<file path="config.mk">
export PLATFORM = sky130hd
export DESIGN_NAME = conv1_pe_chain_sched
export DESIGN_NICKNAME = d
export VERILOG_FILES = /design/src/rtl/conv1_pkg.sv /design/src/rtl/conv1_skew_line.sv /design/src/rtl/conv1_pe_chain_sched.sv
export SDC_FILE = /design/constraint.sdc
export NUM_CORES = 1
export LEC_CHECK = 0
export ABC_AREA = 1
export BUFFER_PORTS_ARGS = -buffer_cell sky130_fd_sc_hd__buf_2
export CORE_MARGIN = 3
export CORE_UTILIZATION = 25
export CTS_CLUSTER_SIZE = 24
export DETAILED_ROUTE_END_ITERATION = 12
export HOLD_SLACK_MARGIN = 0.06
export MAX_ROUTING_LAYER = met4
export SYNTH_ARGS = -nofsm -noshare
export SYNTH_HDL_FRONTEND = slang
export SYNTH_SLANG_ARGS = --single-unit
</file>
<file path="constraint.sdc">
create_clock -name clk -period 4.7 [get_ports clk]
set_clock_uncertainty 0.15 [all_clocks]
set_input_delay 0.705 -clock clk [delete_from_list [all_inputs] [get_ports clk]]
set_output_delay 0.705 -clock clk [all_outputs]
set_load 0.02 [all_outputs]
</file>
<file path="src/rtl/conv1_pkg.sv">
// ----------------------------------------------------------------------------
// conv1_pkg
// Shared types and constants for the conv1 PE-chain sequencer.
//   state_t   : sequencer states
//   KROWS     : kernel rows (= PEs in the chain)
//   PSUM_W    : width of the partial sum leaving the last PE
//   PIX_W     : width of one pixel / weight byte
//   due_step  : advance index at which the result for window start j is
//               visible on the last PE's psum output
// ----------------------------------------------------------------------------
package conv1_pkg;

  localparam int KROWS  = 3;
  localparam int PSUM_W = 20;
  localparam int PIX_W  = 8;
  localparam int KROW_W = KROWS * PIX_W;

  typedef enum logic [2:0] {
    S_IDLE,
    S_LOAD_W,
    S_RUN,
    S_DRAIN,
    S_NEXT,
    S_DONE
  } state_t;

  // A window starting at column j ends at column j+2; the chain needs lat
  // further advances before that sum reaches the end of the chain.
  function automatic int due_step(input int j, input int lat);
    return j + 2 + lat;
  endfunction

endpackage

</file>
<file path="src/rtl/conv1_skew_line.sv">
// ----------------------------------------------------------------------------
// conv1_skew_line
// Delay line of DEPTH registers that shifts only when en is high. Used to
// skew ifmap rows 1 and 2 so each PE sees its row one advance later than the
// PE before it.
//   clk, rst : clock, synchronous active-high reset
//   clr      : synchronous clear (between rows / outside streaming)
//   en       : shift strobe (one chain advance)
//   din/dout : byte in / byte delayed by DEPTH advances
// ----------------------------------------------------------------------------
module conv1_skew_line #(
  parameter int DEPTH = 1,
  parameter int DW    = 8
) (
  input  logic          clk,
  input  logic          rst,
  input  logic          clr,
  input  logic          en,
  input  logic [DW-1:0] din,
  output logic [DW-1:0] dout
);

  logic [DW-1:0] pipe [DEPTH];

  // NOTE: state is written with <= so every stage samples the pre-edge value
  // of its neighbour; blocking here would collapse the delay to one stage.
  always_ff @(posedge clk) begin
    if (rst || clr) begin
      // NOTE: this array is a handful of flops, not a RAM, and a freshly
      // started row must see zeros, so every entry is cleared explicitly.
      for (int i = 0; i < DEPTH; i++) pipe[i] <= '0;
    end else if (en) begin
      pipe[0] <= din;
      for (int i = 1; i < DEPTH; i++) pipe[i] <= pipe[i-1];
    end
  end

  assign dout = pipe[DEPTH-1];

endmodule

</file>
<file path="src/rtl/conv1_pe_chain_sched.sv">
// ----------------------------------------------------------------------------
// conv1_pe_chain_sched
// Sequencer for the three-PE conv1 chain (PE r handles kernel row r).
// Loads a 3x3 kernel, streams ifmap columns into the chain with per-PE skew,
// stalls the whole chain under output back-pressure and returns the psum of
// the last PE as a valid/ready result stream (W-2 results per output row).
//   start/cfg_*         : job start pulse and configuration (captured in IDLE)
//   busy/done           : job in flight / one-cycle completion pulse
//   wgt_*               : three kernel-row beats, {w2,w1,w0} per beat
//   pix_*               : ifmap column stream, {row2,row1,row0}
//   pe_*                : PE chain control, kernel rows, skewed pixels, psum
//   out_*               : result stream, out_last on the final result of a row
// ----------------------------------------------------------------------------
module conv1_pe_chain_sched
  import conv1_pkg::*;
#(
  parameter int WW  = 8,
  parameter int HW  = 8,
  parameter int LAT = 4
) (
  input  logic                     clk,
  input  logic                     rst,
  input  logic                     start,
  input  logic [WW-1:0]            cfg_width,
  input  logic [HW-1:0]            cfg_rows,
  input  logic                     cfg_relu,
  output logic                     busy,
  output logic                     done,
  input  logic                     wgt_valid,
  output logic                     wgt_ready,
  input  logic [KROW_W-1:0]        wgt_data,
  input  logic                     pix_valid,
  output logic                     pix_ready,
  input  logic [KROW_W-1:0]        pix_data,
  output logic                     pe_rst_n,
  output logic                     pe_en,
  output logic [KROW_W-1:0]        pe_filtr0,
  output logic [KROW_W-1:0]        pe_filtr1,
  output logic [KROW_W-1:0]        pe_filtr2,
  output logic [PIX_W-1:0]         pe_ifmap0,
  output logic [PIX_W-1:0]         pe_ifmap1,
  output logic [PIX_W-1:0]         pe_ifmap2,
  input  logic signed [PSUM_W-1:0] pe_psum,
  output logic                     out_valid,
  input  logic                     out_ready,
  output logic signed [PSUM_W-1:0] out_data,
  output logic                     out_last
);

  // Column counter must reach W-1+LAT.
  localparam int CW = WW + $clog2(LAT + 1);

  state_t               state, state_nxt;
  logic [WW-1:0]        width_q;
  logic [HW-1:0]        rows_q;
  logic [HW-1:0]        rows_done;
  logic                 relu_q;
  logic [KROW_W-1:0]    kreg [KROWS];
  logic [1:0]           wgt_cnt;
  logic [CW-1:0]        col;

  logic                 in_run, in_drain;
  logic                 src_ok, advance, out_free;
  logic                 res_due, res_last, last_row;
  logic                 skew_clr;
  logic [PIX_W-1:0]     row1_in, row2_in;
  int                   col_i, w_i;

  assign col_i    = int'(col);
  assign w_i      = int'(width_q);

  assign in_run   = (state == S_RUN);
  assign in_drain = (state == S_DRAIN);
  assign out_free = !out_valid || out_ready;
  // Drain steps need no source: the chain is flushed with zero bytes.
  assign src_ok   = (in_run && pix_valid) || in_drain;
  assign advance  = src_ok && out_free;

  // Results are sampled only at their due step, so stale PE contents from the
  // previous row (or drain zeros) never reach the output.
  assign res_due  = (col_i >= due_step(0, LAT)) && (col_i <= due_step(w_i - 3, LAT));
  assign res_last = (col_i == due_step(w_i - 3, LAT));
  assign last_row = (int'(rows_done) + 1) >= int'(rows_q);

  assign busy      = (state != S_IDLE);
  assign wgt_ready = (state == S_LOAD_W);
  assign pix_ready = in_run && out_free;
  assign pe_en     = advance;
  assign pe_rst_n  = ~rst;

  assign pe_filtr0 = kreg[0];
  assign pe_filtr1 = kreg[1];
  assign pe_filtr2 = kreg[2];

  // ---------------------------------------------------------------- skew
  assign pe_ifmap0 = in_run ? pix_data[0*PIX_W +: PIX_W] : '0;
  assign row1_in   = in_run ? pix_data[1*PIX_W +: PIX_W] : '0;
  assign row2_in   = in_run ? pix_data[2*PIX_W +: PIX_W] : '0;
  assign skew_clr  = !(in_run || in_drain);

  conv1_skew_line #(.DEPTH(1), .DW(PIX_W)) u_skew1 (
    .clk  (clk),
    .rst  (rst),
    .clr  (skew_clr),
    .en   (advance),
    .din  (row1_in),
    .dout (pe_ifmap1)
  );

  conv1_skew_line #(.DEPTH(2), .DW(PIX_W)) u_skew2 (
    .clk  (clk),
    .rst  (rst),
    .clr  (skew_clr),
    .en   (advance),
    .din  (row2_in),
    .dout (pe_ifmap2)
  );

  // ---------------------------------------------------------------- FSM
  always_ff @(posedge clk) begin
    if (rst) state <= S_IDLE;
    else     state <= state_nxt;
  end

  always_comb begin
    // NOTE: every output of this block gets a default first, so no path can
    // leave one unassigned and infer a latch.
    state_nxt = state;
    done      = 1'b0;
    case (state)
      S_IDLE:   if (start) state_nxt = S_LOAD_W;
      S_LOAD_W: if (wgt_valid && wgt_cnt == 2'd2) state_nxt = S_RUN;
      S_RUN:    if (advance && col_i == w_i - 1) state_nxt = S_DRAIN;
      S_DRAIN:  if (advance && col_i == w_i - 1 + LAT) state_nxt = S_NEXT;
      S_NEXT:   state_nxt = last_row ? S_DONE : S_RUN;
      S_DONE: begin
        // Finish once the final result has left (or is leaving this cycle).
        if (out_free) begin
          done      = 1'b1;
          state_nxt = S_IDLE;
        end
      end
      default:  state_nxt = S_IDLE;
    endcase
  end

  // ---------------------------------------------------------------- datapath
  always_ff @(posedge clk) begin
    if (rst) begin
      width_q   <= '0;
      rows_q    <= '0;
      relu_q    <= 1'b0;
      wgt_cnt   <= '0;
      col       <= '0;
      rows_done <= '0;
      out_valid <= 1'b0;
      out_data  <= '0;
      out_last  <= 1'b0;
      for (int k = 0; k < KROWS; k++) kreg[k] <= '0;
    end else begin
      if (state == S_IDLE && start) begin
        width_q   <= cfg_width;
        rows_q    <= cfg_rows;
        relu_q    <= cfg_relu;
        wgt_cnt   <= '0;
        col       <= '0;
        rows_done <= '0;
      end

      if (state == S_LOAD_W && wgt_valid) begin
        kreg[wgt_cnt] <= wgt_data;
        wgt_cnt       <= wgt_cnt + 2'd1;
      end

      // The kernel is kept across rows; only the column position restarts.
      if (state == S_NEXT) begin
        col <= '0;
        if (!last_row) rows_done <= rows_done + 1'b1;
      end else if (advance) begin
        col <= col + 1'b1;
      end

      // advance implies the output slot is free, so a load never overwrites
      // an unaccepted result.
      if (advance && res_due) begin
        out_valid <= 1'b1;
        out_data  <= (relu_q && pe_psum[PSUM_W-1]) ? '0 : pe_psum;
        out_last  <= res_last;
      end else if (out_ready) begin
        out_valid <= 1'b0;
        out_last  <= 1'b0;
      end
    end
  end

endmodule
</file>
==> Flow_metrics.wiki <==
{| class="wikitable"
! Metric !! Value
|-
| Multiplexer fraction of the synthesized cell area || 0
|-
| Dominant delay contributor by cell family on the critical path || simple AND/OR/NAND/NOR gates
|-
| Top fanout value on the critical path || 18
|-
| CP max stage delay || 360 ps
|-
| Final Total Pwr || 4.72 mW
|-
| Post-Syn Instances || 915
|-
| Critical Path Start Type || flop
|-
| Data required time at the worst endpoint || 4860 ps
|-
| Critical Path, Cell by Cell || inv_1 > ha_1 > inv_1 > ha_1 > nor2_1 > inv_1 > nor2_1 > nand3b_1 > xnor2_1 > ha_1 > nand2_1 > inv_1 > nand2_1 > nor2_1 > nand4_1 > o2111ai_2 > nand2_4 > nand2_4 > clkinv_2 > nor2_1 > nor2_2
|-
| First-pass GRT wire length || 33.9 mm
|-
| Clock power share || 0.298
|-
| Initial DRT Pass Iterations || 5
|-
| Inserted Diodes || 0
|-
| Fill count || 3241
|-
| Final setup violation count || 0
|-
| Setup TNS || 0 ps
|-
| Net Count, Synth || 1034
|-
| Total congestion overflow after global routing || 0
|-
| Clock latency on the worst-skew pair || 420 ps
|-
| Share of the cycle needed by the critical path after routing || 0.783
|-
| Post-synthesis compound-gate area fraction || 0.0651
|-
| Htree depth || 4
|-
| Run status || completed
|-
| Worst Setup Path Type || flop to flop
|-
| EDFF count, synth || 96
|-
| Layout net count || 1242
|-
| Hold Crit Class || flop to flop
|-
| Leakage || 4.76 nW
|-
| Library cell used as clock root buffer || sky130_fd_sc_hd__clkbuf_16
|-
| Area added between synthesis and finish || 26.2%
|-
| Hold Buf Count CTS || 0
|-
| Worst EP arrival || 3840 ps
|-
| Shortest period the worst path allows || 3680 ps
|-
| Share of total power in combinational logic || 0.336
|-
| Post-synthesis average cell area || 8.51 um^2
|-
| Core box area || 30200 um^2
|-
| Kind of capture point of the worst setup path || flop
|-
| Sequential-to-total area share from yosys stat || 0.532
|-
| Die area || 33300 um^2
|-
| Internal power || 2.87 mW
|-
| CTS Buffer Depth || 2
|-
| DRC errors left || 0
|-
| Power share of the sequential group || 0.366
|-
| F_max || 0.272 GHz
|-
| Final weighted congestion of routability-driven global placement || 0.889
|-
| Overall global routing resource usage || 0.131
|-
| Clock tree from TritonCTS || done
|-
| Transition time at the pin with the least slew margin || 1160 ps
|-
| Total number of clock tree sinks || 159
|-
| Via count of the first global-routing pass || 6501
|-
| Wire per inst || 14.2 um
|-
| Horiz. Die Dim || 182 um
|-
| Netlist Area Pre-Place || 7790 um^2
|-
| Quantity of gates resized following cts || 0
|-
| Total via count in the routed design || 6746
|-
| Total power divided by cell area || 480 nW/um^2
|-
| Port-buffer cells || 214
|-
| Max-slew violations || 0
|-
| Placed cell count || 1494
|-
| Placed wire-length estimate || 16.3 mm
|-
| Number of routed nets with antenna violations || 0
|-
| Violation count after the first detailed-routing iteration || 367
|-
| Total clock buffers created by CTS || 17
|-
| Crit path buffers/inverters || 5
|-
| RSZ-0062 raised after global routing || false
|-
| Total setup buffers inserted after CTS || 0
|-
| Fraction of synthesis flops using an asynchronous set or reset pin || 0
|-
| Post-synthesis share of cell area spent on xor and xnor gates || 0.0215
|-
| Initial Utilization || 0.258
|-
| Register bit total from synthesis || 159
|-
| Number of core rows || 63
|-
| Fraction of final layout cells sized beyond drive strength 1 || 0.249
|-
| Post-synth top flop || sky130_fd_sc_hd__edfxtp_1
|-
| Antenna violations before repair || 0
|-
| Pin count of the biggest net entering global routing || 46
|-
| Detail-routed via count per cell || 4.42
|-
| Worst relative slew slack || 0.228
|-
| CP max stage cell || sky130_fd_sc_hd__dfxtp_1
|-
| Reported net switching power || 1.85 mW
|-
| Main combinational cell family by area after synthesis || simple AND/OR/NAND/NOR gates
|-
| Worst ir drop on vdd || 0.000255 V
|-
| Number of standard cells in the final layout excluding fillers || 1526
|-
| Synth Warn # || 0
|-
| Count of cell types in the netlist || 42
|-
| Fin. Hold Viols || 0
|-
| Chip Height || 182 um
|-
| Share of synthesized cell area in full adder, half adder and majority cells || 0.0450
|-
| Area share of and/or/nand/nor cells after synthesis || 0.248
|-
| Total detailed-routing wirelength || 21.7 mm
|-
| Max-cap check violation count || 0
|-
| Io pins || 215
|-
| Net switching share of the total power || 0.392
|-
| Worst-path clk slew || 70 ps
|}
[layout by cell type (no fill, tap or decap), types with 2 or more instances in the layout]
cell type	n
sky130_fd_sc_hd__clkinv_1	4
sky130_fd_sc_hd__clkbuf_16	17
sky130_fd_sc_hd__dfxtp_1	63
sky130_fd_sc_hd__buf_4	7
sky130_fd_sc_hd__nand2_2	4
sky130_fd_sc_hd__nor2_1	197
sky130_fd_sc_hd__nand4_1	10
sky130_fd_sc_hd__nor2_4	4
sky130_fd_sc_hd__clkinv_4	3
sky130_fd_sc_hd__nand2_4	2
sky130_fd_sc_hd__a221oi_1	5
sky130_fd_sc_hd__xor2_1	12
sky130_fd_sc_hd__inv_8	3
sky130_fd_sc_hd__ha_1	28
sky130_fd_sc_hd__xnor2_1	4
sky130_fd_sc_hd__inv_6	3
sky130_fd_sc_hd__buf_2	214
sky130_fd_sc_hd__inv_2	2
sky130_fd_sc_hd__a21oi_1	36
sky130_fd_sc_hd__nor4_1	2
sky130_fd_sc_hd__o21ai_0	29
sky130_fd_sc_hd__clkinv_8	5
sky130_fd_sc_hd__nand2_1	155
sky130_fd_sc_hd__inv_1	130
sky130_fd_sc_hd__nor3_1	7
sky130_fd_sc_hd__nor2_2	13
sky130_fd_sc_hd__nand3b_1	3
sky130_fd_sc_hd__nand3_1	55
sky130_fd_sc_hd__a211oi_1	8
sky130_fd_sc_hd__edfxtp_1	96
[cell usage after synthesis (2+ instances only)]
cell type                  count  area, um^2
sky130_fd_sc_hd__buf_2         3        15.0
sky130_fd_sc_hd__buf_4         8        60.1
sky130_fd_sc_hd__dfxtp_1      63        1260
sky130_fd_sc_hd__edfxtp_1     96        2880
sky130_fd_sc_hd__nand4_1      10        62.6
sky130_fd_sc_hd__nand3_1      55         275
sky130_fd_sc_hd__nand2_2       4        25.0
sky130_fd_sc_hd__ha_1         28         350
sky130_fd_sc_hd__xor2_1       12         105
sky130_fd_sc_hd__a211oi_1      8        60.1
sky130_fd_sc_hd__nand2_1     155         582
sky130_fd_sc_hd__clkinv_1      4        15.0
sky130_fd_sc_hd__inv_2         2        7.51
sky130_fd_sc_hd__o21ai_0      29         145
sky130_fd_sc_hd__nand2_4       2        22.5
sky130_fd_sc_hd__xnor2_1       4        35.0
sky130_fd_sc_hd__a21oi_1      36         180
sky130_fd_sc_hd__clkbuf_1     18        67.6
sky130_fd_sc_hd__inv_1       130         488
sky130_fd_sc_hd__nor2_2       13        81.3
sky130_fd_sc_hd__a221oi_1      5        43.8
sky130_fd_sc_hd__nor2_4        4        45.0
sky130_fd_sc_hd__nor4_1        2        12.5
sky130_fd_sc_hd__nor3_1        7        35.0
sky130_fd_sc_hd__nand3b_1      3        22.5
sky130_fd_sc_hd__buf_6         2        22.5
sky130_fd_sc_hd__nor2_1      197         739
[layer usage]
layer,share of wire,track usage,vias to the layer above
li1,-,-,3363
met4,0.017,0.0356,0
met3,0.067,0.0253,27
met5,0,-,-
met2,0.47,0.215,259
met1,0.45,0.165,3097
[cell type report]
cell class / count / area [um^2] / area share
clock buffers: 18 / 429 / 0.0437
clock inverters: 14 / 168 / 0.0171
well taps: 390 / 488 / 0.0497
flip-flops and latches: 159 / 4140 / 0.422
multi-input cells: 587 / 2960 / 0.301
inverters: 137 / 515 / 0.0525
repair buffers: 221 / 1120 / 0.114
[tightest hold or removal path, stage by stage, from the launching register on]
cell                      delay, ps
sky130_fd_sc_hd__dfxtp_1        300
sky130_fd_sc_hd__inv_1           60
sky130_fd_sc_hd__a21oi_1         60
[worst paths after layout]
path                                      to  startpoint  cells past startpoint  slack (ps)
worst min-delay path               rows_q[2]   rows_q[2]                      2         320
worst max-delay path            out_data[18]  width_q[0]                     21        1020
worst max register to register  out_data[18]  width_q[0]                     21        1020
worst min register to register     rows_q[2]   rows_q[2]                      2         320
[stage by stage]
step / hold slack, ps / setup slack [ps] / util / instance area (um^2)
floorplan: 285 / 1580 / - / 7790
global placement: 303 / 1190 / 0.306 / 9230
detailed placement: 305 / 1050 / 0.306 / 9230
CTS: 319 / 1010 / 0.326 / 9830
global route: 346 / 613 / 0.326 / 9830
finish: 315 / 1020 / 0.326 / 9830
[cell families after synthesis]
family | after synthesis
compound gates | 87
xor+xnor | 17
fa+ha+maj | 28
buf+inv | 169
flops | 159
simple gates | 455
[power groups by stage]
stage / Sequential (mW) / Clock [mW] / Combinational, mW
after floorplan: 1.82 / 0 / 1.09
after global placement: 1.75 / 0 / 1.55
after detailed placement: 1.76 / 0 / 1.58
after CTS: 1.73 / 1.45 / 1.59
after global routing: 1.74 / 1.50 / 1.79
final: 1.72 / 1.41 / 1.58
[flip-flops by register name, indices dropped and copies added (netlist names)]
name / count
col: 11
relu_q: 1
wgt_cnt: 2
u_skew1.pipe: 8
out_last: 1
out_valid: 1
width_q: 8
out_data: 20
rows_q: 8
kreg: 72
u_skew2.pipe: 16
rows_done: 8
state: 3
Note: power is estimated with default switching activity, not from simulation.
